`src/rtl/shift_pkg.sv`:
```
// Shared types and shift semantics for the shift pipeline control stage.
// Holds the default width, opcode encoding, request struct and combinational shift function.
package shift_pkg;

   localparam int WIDTH = 32;
   localparam int SHW   = $clog2(WIDTH);

   typedef enum logic [1:0] {
      SRA = 2'b00,
      SRL = 2'b01,
      SLL = 2'b10,
      ROR = 2'b11
   } shift_op_e;

   typedef struct packed {
      logic [WIDTH-1:0] a;
      logic [WIDTH-1:0] b;
      shift_op_e        op;
   } shift_req_t;

   // Any set bit above the amount field means "shifted out entirely", except for ROR.
   function automatic logic [WIDTH-1:0] shift_calc(input shift_req_t req);
      logic               over;
      logic [SHW-1:0]     amt;
      logic [2*WIDTH-1:0] dbl;
      logic [WIDTH-1:0]   res;
      over = |req.b[WIDTH-1:SHW];
      amt  = req.b[SHW-1:0];
      dbl  = {req.a, req.a} >> amt;
      case (req.op)
         SRA:     res = over ? {WIDTH{req.a[WIDTH-1]}} : WIDTH'($signed(req.a) >>> amt);
         SRL:     res = over ? {WIDTH{1'b0}} : (req.a >> amt);
         SLL:     res = over ? {WIDTH{1'b0}} : (req.a << amt);
         ROR:     res = dbl[WIDTH-1:0];
         default: res = req.a;
      endcase
      return res;
   endfunction

endpackage

```
`src/rtl/shift_skid_buf.sv`:
```
// Two-entry request FIFO in front of the operand register; not-full is registered
// so the upstream never sees a combinational valid->ready path.
module shift_skid_buf
   import shift_pkg::*;
#(
   parameter int DEPTH = 2
) (
   input  logic       clk,
   input  logic       rst_n,
   input  logic       push_valid,
   output logic       push_ready,
   input  shift_req_t push_data,
   output logic       pop_valid,
   input  logic       pop_ready,
   output shift_req_t pop_data
);

   shift_req_t mem_r [2];
   logic       wr_ptr_r;
   logic       rd_ptr_r;
   logic [1:0] count_r;
   logic       push_s;
   logic       pop_s;
   logic [1:0] count_next_s;

   assign pop_valid = (count_r != 2'd0);
   assign pop_data  = mem_r[rd_ptr_r];

   // Handshake qualification and next occupancy.
   always_comb begin
      push_s       = push_valid && push_ready;
      pop_s        = pop_valid && pop_ready;
      count_next_s = count_r + {1'b0, push_s} - {1'b0, pop_s};
   end

   // Storage, pointers, occupancy and registered not-full.
   always_ff @(posedge clk or negedge rst_n) begin
      if (!rst_n) begin
         mem_r[0]   <= '0;
         mem_r[1]   <= '0;
         wr_ptr_r   <= 1'b0;
         rd_ptr_r   <= 1'b0;
         count_r    <= 2'd0;
         push_ready <= 1'b1;
      end else begin
         if (push_s) begin
            mem_r[wr_ptr_r] <= push_data;
            wr_ptr_r        <= ~wr_ptr_r;
         end
         if (pop_s) begin
            rd_ptr_r <= ~rd_ptr_r;
         end
         count_r    <= count_next_s;
         push_ready <= (count_next_s != 2'(DEPTH));
      end
   end

endmodule

```
`src/rtl/shift_pipe_ctrl.sv`:
```
// Pipelined control stage around the combinational shifter: skid buffer -> S1 operands -> S2 result.
// Optional macro SHIFT_PIPE_STATS_EN adds stat_ops / stat_stall counters.
module shift_pipe_ctrl #(
   parameter int WIDTH      = shift_pkg::WIDTH,
   parameter int SKID_DEPTH = 2
) (
   input  logic             clk,
   input  logic             rst_n,
   input  logic             in_valid,
   output logic             in_ready,
   input  logic [WIDTH-1:0] in_a,
   input  logic [WIDTH-1:0] in_b,
   input  logic [1:0]       in_op,
   output logic             out_valid,
   input  logic             out_ready,
   output logic [WIDTH-1:0] out_result,
   output logic             out_zero,
   output logic             out_neg,
   output logic [1:0]       out_op
`ifdef SHIFT_PIPE_STATS_EN
   ,
   output logic [31:0]      stat_ops,
   output logic [31:0]      stat_stall
`endif
);
   import shift_pkg::*;

   shift_req_t       in_req_s;
   shift_req_t       head_s;
   shift_req_t       s1_req_r;
   logic             head_valid_s;
   logic             pop_ready_s;
   logic             s1_valid_r;
   logic             s2_load_s;
   logic [WIDTH-1:0] shift_res_s;

   assign in_req_s = '{a: in_a, b: in_b, op: shift_op_e'(in_op)};

   shift_skid_buf #(
      .DEPTH      (SKID_DEPTH)
   ) u_skid (
      .clk        (clk),
      .rst_n      (rst_n),
      .push_valid (in_valid),
      .push_ready (in_ready),
      .push_data  (in_req_s),
      .pop_valid  (head_valid_s),
      .pop_ready  (pop_ready_s),
      .pop_data   (head_s)
   );

   // Advance conditions and the combinational shift between S1 and S2.
   always_comb begin
      s2_load_s   = !out_valid || out_ready;
      pop_ready_s = !s1_valid_r || s2_load_s;
      shift_res_s = shift_calc(s1_req_r);
   end

   // S1: operand register fed from the buffer head.
   always_ff @(posedge clk or negedge rst_n) begin
      if (!rst_n) begin
         s1_valid_r <= 1'b0;
         s1_req_r   <= '0;
      end else if (pop_ready_s) begin
         s1_valid_r <= head_valid_s;
         if (head_valid_s) begin
            s1_req_r <= head_s;
         end
      end
   end

   // S2: result and flags, held while the consumer stalls.
   always_ff @(posedge clk or negedge rst_n) begin
      if (!rst_n) begin
         out_valid  <= 1'b0;
         out_result <= '0;
         out_zero   <= 1'b0;
         out_neg    <= 1'b0;
         out_op     <= 2'b00;
      end else if (s2_load_s) begin
         out_valid <= s1_valid_r;
         if (s1_valid_r) begin
            out_result <= shift_res_s;
            out_zero   <= (shift_res_s == '0);
            out_neg    <= shift_res_s[WIDTH-1];
            out_op     <= s1_req_r.op;
         end
      end
   end

`ifdef SHIFT_PIPE_STATS_EN
   // Accepted-request and stall-cycle counters, wrapping modulo 2^32.
   always_ff @(posedge clk or negedge rst_n) begin
      if (!rst_n) begin
         stat_ops   <= 32'd0;
         stat_stall <= 32'd0;
      end else begin
         if (in_valid && in_ready) begin
            stat_ops <= stat_ops + 32'd1;
         end
         if (out_valid && !out_ready) begin
            stat_stall <= stat_stall + 32'd1;
         end
      end
   end
`endif

endmodule

```
`config.mk`:
```
export PLATFORM = sky130hd
export DESIGN_NAME = shift_pipe_ctrl
export DESIGN_NICKNAME = d
export VERILOG_FILES = /design/src/rtl/shift_pkg.sv /design/src/rtl/shift_skid_buf.sv /design/src/rtl/shift_pipe_ctrl.sv
export SDC_FILE = /design/constraint.sdc
export NUM_CORES = 1
export LEC_CHECK = 0
export CORE_MARGIN = 4
export CORE_UTILIZATION = 60
export CTS_CLUSTER_DIAMETER = 150
export DETAILED_ROUTE_END_ITERATION = 8
export PLACE_DENSITY = 0.83
export REMOVE_ABC_BUFFERS = 1
export SKIP_CTS_REPAIR_TIMING = 1
export SLEW_MARGIN = 5
export SYNTH_ARGS = -nofsm -noshare
export SYNTH_HDL_FRONTEND = slang
export SYNTH_SLANG_ARGS = --single-unit
```
`constraint.sdc`:
```
create_clock -name clk -period 5.7 [get_ports clk]
set_clock_uncertainty 0.15 [all_clocks]
set_input_delay 1.425 -clock clk [delete_from_list [all_inputs] [get_ports clk]]
set_output_delay 1.425 -clock clk [all_outputs]
set_load 0.02 [all_outputs]
```
==> results.json <==
{
  "status": "completed",
  "drv_slew": 0,
  "synth_cell_type_count": 74,
  "hold_viol": 0,
  "dieHeight_um": 172,
  "setup_violations": 0,
  "syn-cell-area_um2": 16200,
  "vias": 14162,
  "initial_utilization_pct": 61.6,
  "drive_gt1_share_pct": 23.3,
  "routed_via_density": 7.35,
  "io_buffers": 107,
  "place_ws_ps": 1380,
  "dp_hpwl_um": 39900,
  "cts_htree_levels": 1,
  "core_um2": 26300,
  "yosysWarnings": 0,
  "wirelength_um": 58200,
  "clockRootBuffer": "clkbuf_16",
  "synth_edf_count": 0,
  "synth_top_area_share_pct": 36.9,
  "async_reset_ff_share_pct": 100,
  "io_pins": 108,
  "drv_cap": 0,
  "setup_slack_ps": 1200,
  "ys.flop_type": "dfrtp_1",
  "tightest_slew_ps": 1120,
  "antenna_found_initial": 0,
  "synthCells": 1556,
  "grt-ovfl-total": 0,
  "wl_per_cell_um": 30.2,
  "period_needed_ps": 4500,
  "drt-initial-drc-count": 2068,
  "path_clk_slew_ps": 60,
  "fin_nets": 1644,
  "maxSlewHeadroom_pct": 25.5,
  "stdcell_count": 1926,
  "post-place-cells": 1880,
  "synth_area_leader_cell": "dfrtp_1",
  "cp-end-kind": "flip-flop",
  "crit_fanout": 71,
  "r2r-start": "s1_req_r[3]$_DFFE_PN0P_",
  "numCtsBuffers": 25,
  "design_area_um2": 18300,
  "clock-sinks": 240,
  "area_growth_pct": 12.8,
  "crit_type": "reg2reg",
  "critPathRequiredTime_ps": 6060,
  "r2r_slack_ps": 1200,
  "ff_latch_area_um2": 6020,
  "synth_area_leaders": "dfrtp_1 (37%), mux4_2 (13%), mux2_2 (11%)",
  "dr.pass1.iters": 6,
  "synth-seq-area-share_pct": 37.1,
  "cts_tree": "done",
  "nFillCells": 1831,
  "grt_pass1_wl_um": 88200,
  "dieArea_um2": 29700,
  "place_congestion": 1.09,
  "min_from": "out_result[20]$_DFFE_PN0P_",
  "antenna_cells": 0,
  "dpl_cell_area_um2": 17400,
  "ys_seq_elements": 240,
  "syn_area_per_cell_um2": 10.4,
  "antenna_left": 0,
  "die_w_um": 172,
  "min_path_type": "reg2reg",
  "reg2reg_depth": 10,
  "start_kind": "flip-flop",
  "grt_pass1_vias": 14042,
  "drc": 0,
  "crit_arrival_ps": 4850,
  "fmax_ghz": 0.222,
  "track_usage_pct": 39.0,
  "yosysMostFrequentCell": "dfrtp_1",
  "clock_latency_ps": 580,
  "clockBufferDepth": 3,
  "multiInputGateArea_um2": 9450,
  "min_period_over_period_pct": 78.9,
  "netlist_top_cells_count": "dfrtp_1 (239), mux2_2 (163), nand2_1 (145), mux2i_1 (137), nor2_1 (115)",
  "grt_max_degree": 103,
  "hold_depth": 2,
  "startpoint": "s1_req_r[3]$_DFFE_PN0P_",
  "rsz0062_at_grt": "no",
  "num_rows": 59
}
-- area by class of cell --
type	instances	share of cell area, %
clock buffers	36	3.92
flip-flops and latches	240	32.9
multi-input cells	1141	51.7
well taps	335	2.29
inverters	10	0.205
clock inverters	10	0.794
repair buffers	154	8.09
-- critical path, cell delays in order (launching register included) --
cell     delay [ps]
dfrtp_4        1150
buf_12          370
mux4_2          560
nand2_1          80
and3_1          410
a311o_1         220
a21oi_1          70
o31ai_1         660
nand4_1         230
nor4_1          260
a32o_1          210
-- state kept, by name, summed over array words and instances (netlist names) --
register and cells:
u_skid.wr_ptr_r 1, out_op 2, u_skid.rd_ptr_r 1, out_result 32, out_zero 1, s1_valid_r 1
u_skid.count_r 2, out_valid 1, u_skid.push_ready 1, u_skid.mem_r 132, s1_req_r 66
-- cells in the final DEF, fill, tap and decap left out, types with 5 or more instances in the layout --
master / Yosys / routed
a31oi_1: 18 / 18
mux4_2: 94 / 94
a211o_1: 6 / 6
or2_2: 6 / 6
o21a_1: 5 / 5
mux2i_1: 137 / 137
clkbuf_16: 0 / 25
dfrtp_1: 239 / 234
o22ai_1: 24 / 24
nor2b_1: 8 / 8
nand4_1: 11 / 11
o311ai_0: 6 / 6
nor2_1: 115 / 114
o31ai_1: 12 / 12
inv_1: 7 / 7
nand2b_1: 16 / 15
nor3_1: 18 / 17
mux2_2: 163 / 163
and2_1: 5 / 5
o21ai_0: 62 / 62
nor4_1: 12 / 12
a22oi_1: 10 / 10
nand2_1: 145 / 143
clkdlybuf4s50_1: 0 / 106
o221ai_1: 8 / 8
and3_1: 12 / 12
a21oi_1: 108 / 107
clkbuf_8: 0 / 5
o211ai_1: 11 / 11
clkbuf_1: 105 / 6
buf_4: 5 / 43
a211oi_1: 16 / 16
a221oi_1: 5 / 5
nand3_1: 28 / 28
-- metal layers --
| layer | track usage [%] | vias to the layer above | part of all wire [%] |
|---|---|---|---|
| li1 | - | 5912 | - |
| met1 | 51.6 | 6977 | 38 |
| met2 | 60.7 | 1008 | 45 |
| met3 | 9.63 | 265 | 11 |
| met4 | 18.9 | 0 | 6.8 |
| met5 | 0 | - | 0 |
-- stage by stage --
| stage | util, % | setup TNS (ps) | hold WS [ps] |
|---|---|---|---|
| 2_1_floorplan | - | -20470 | 304 |
| 6_report | 69.5 | 0 | 324 |
| 5_1_grt | 69.5 | 0 | 362 |
| 3_5_place_dp | 66.2 | 0 | 320 |
| 3_3_place_gp | 66.2 | 0 | 311 |
| 4_1_cts | 69.5 | 0 | 332 |
-- cells by family (layout without fill, tap and decap cells) --
| group | Yosys count | after routing | share of synthesized area, % |
|---|---|---|---|
| compound gates | 344 | 344 | 13.8 |
| mux | 394 | 394 | 32.9 |
| fa+ha+maj | 2 | 2 | 0.154 |
| buf+inv | 175 | 210 | 4.73 |
| xor+xnor | 4 | 4 | 0.216 |
| flops | 240 | 240 | 37.1 |
| simple gates | 397 | 397 | 11.2 |
-- final timing paths --
path,endpoint
max,out_zero$_DFFE_PN0P_
min,out_result[20]$_DFFE_PN0P_
max reg2reg,out_zero$_DFFE_PN0P_
min reg2reg,out_result[20]$_DFFE_PN0P_
max in group asynchronous,u_skid.mem_r[96]$_DFFE_PN0P_
min in group asynchronous,u_skid.mem_r[127]$_DFFE_PN0P_
Power is left out: the tool's default activity adds up to more than one toggle a clock period on the data nets, which glitch-free logic cannot reach.
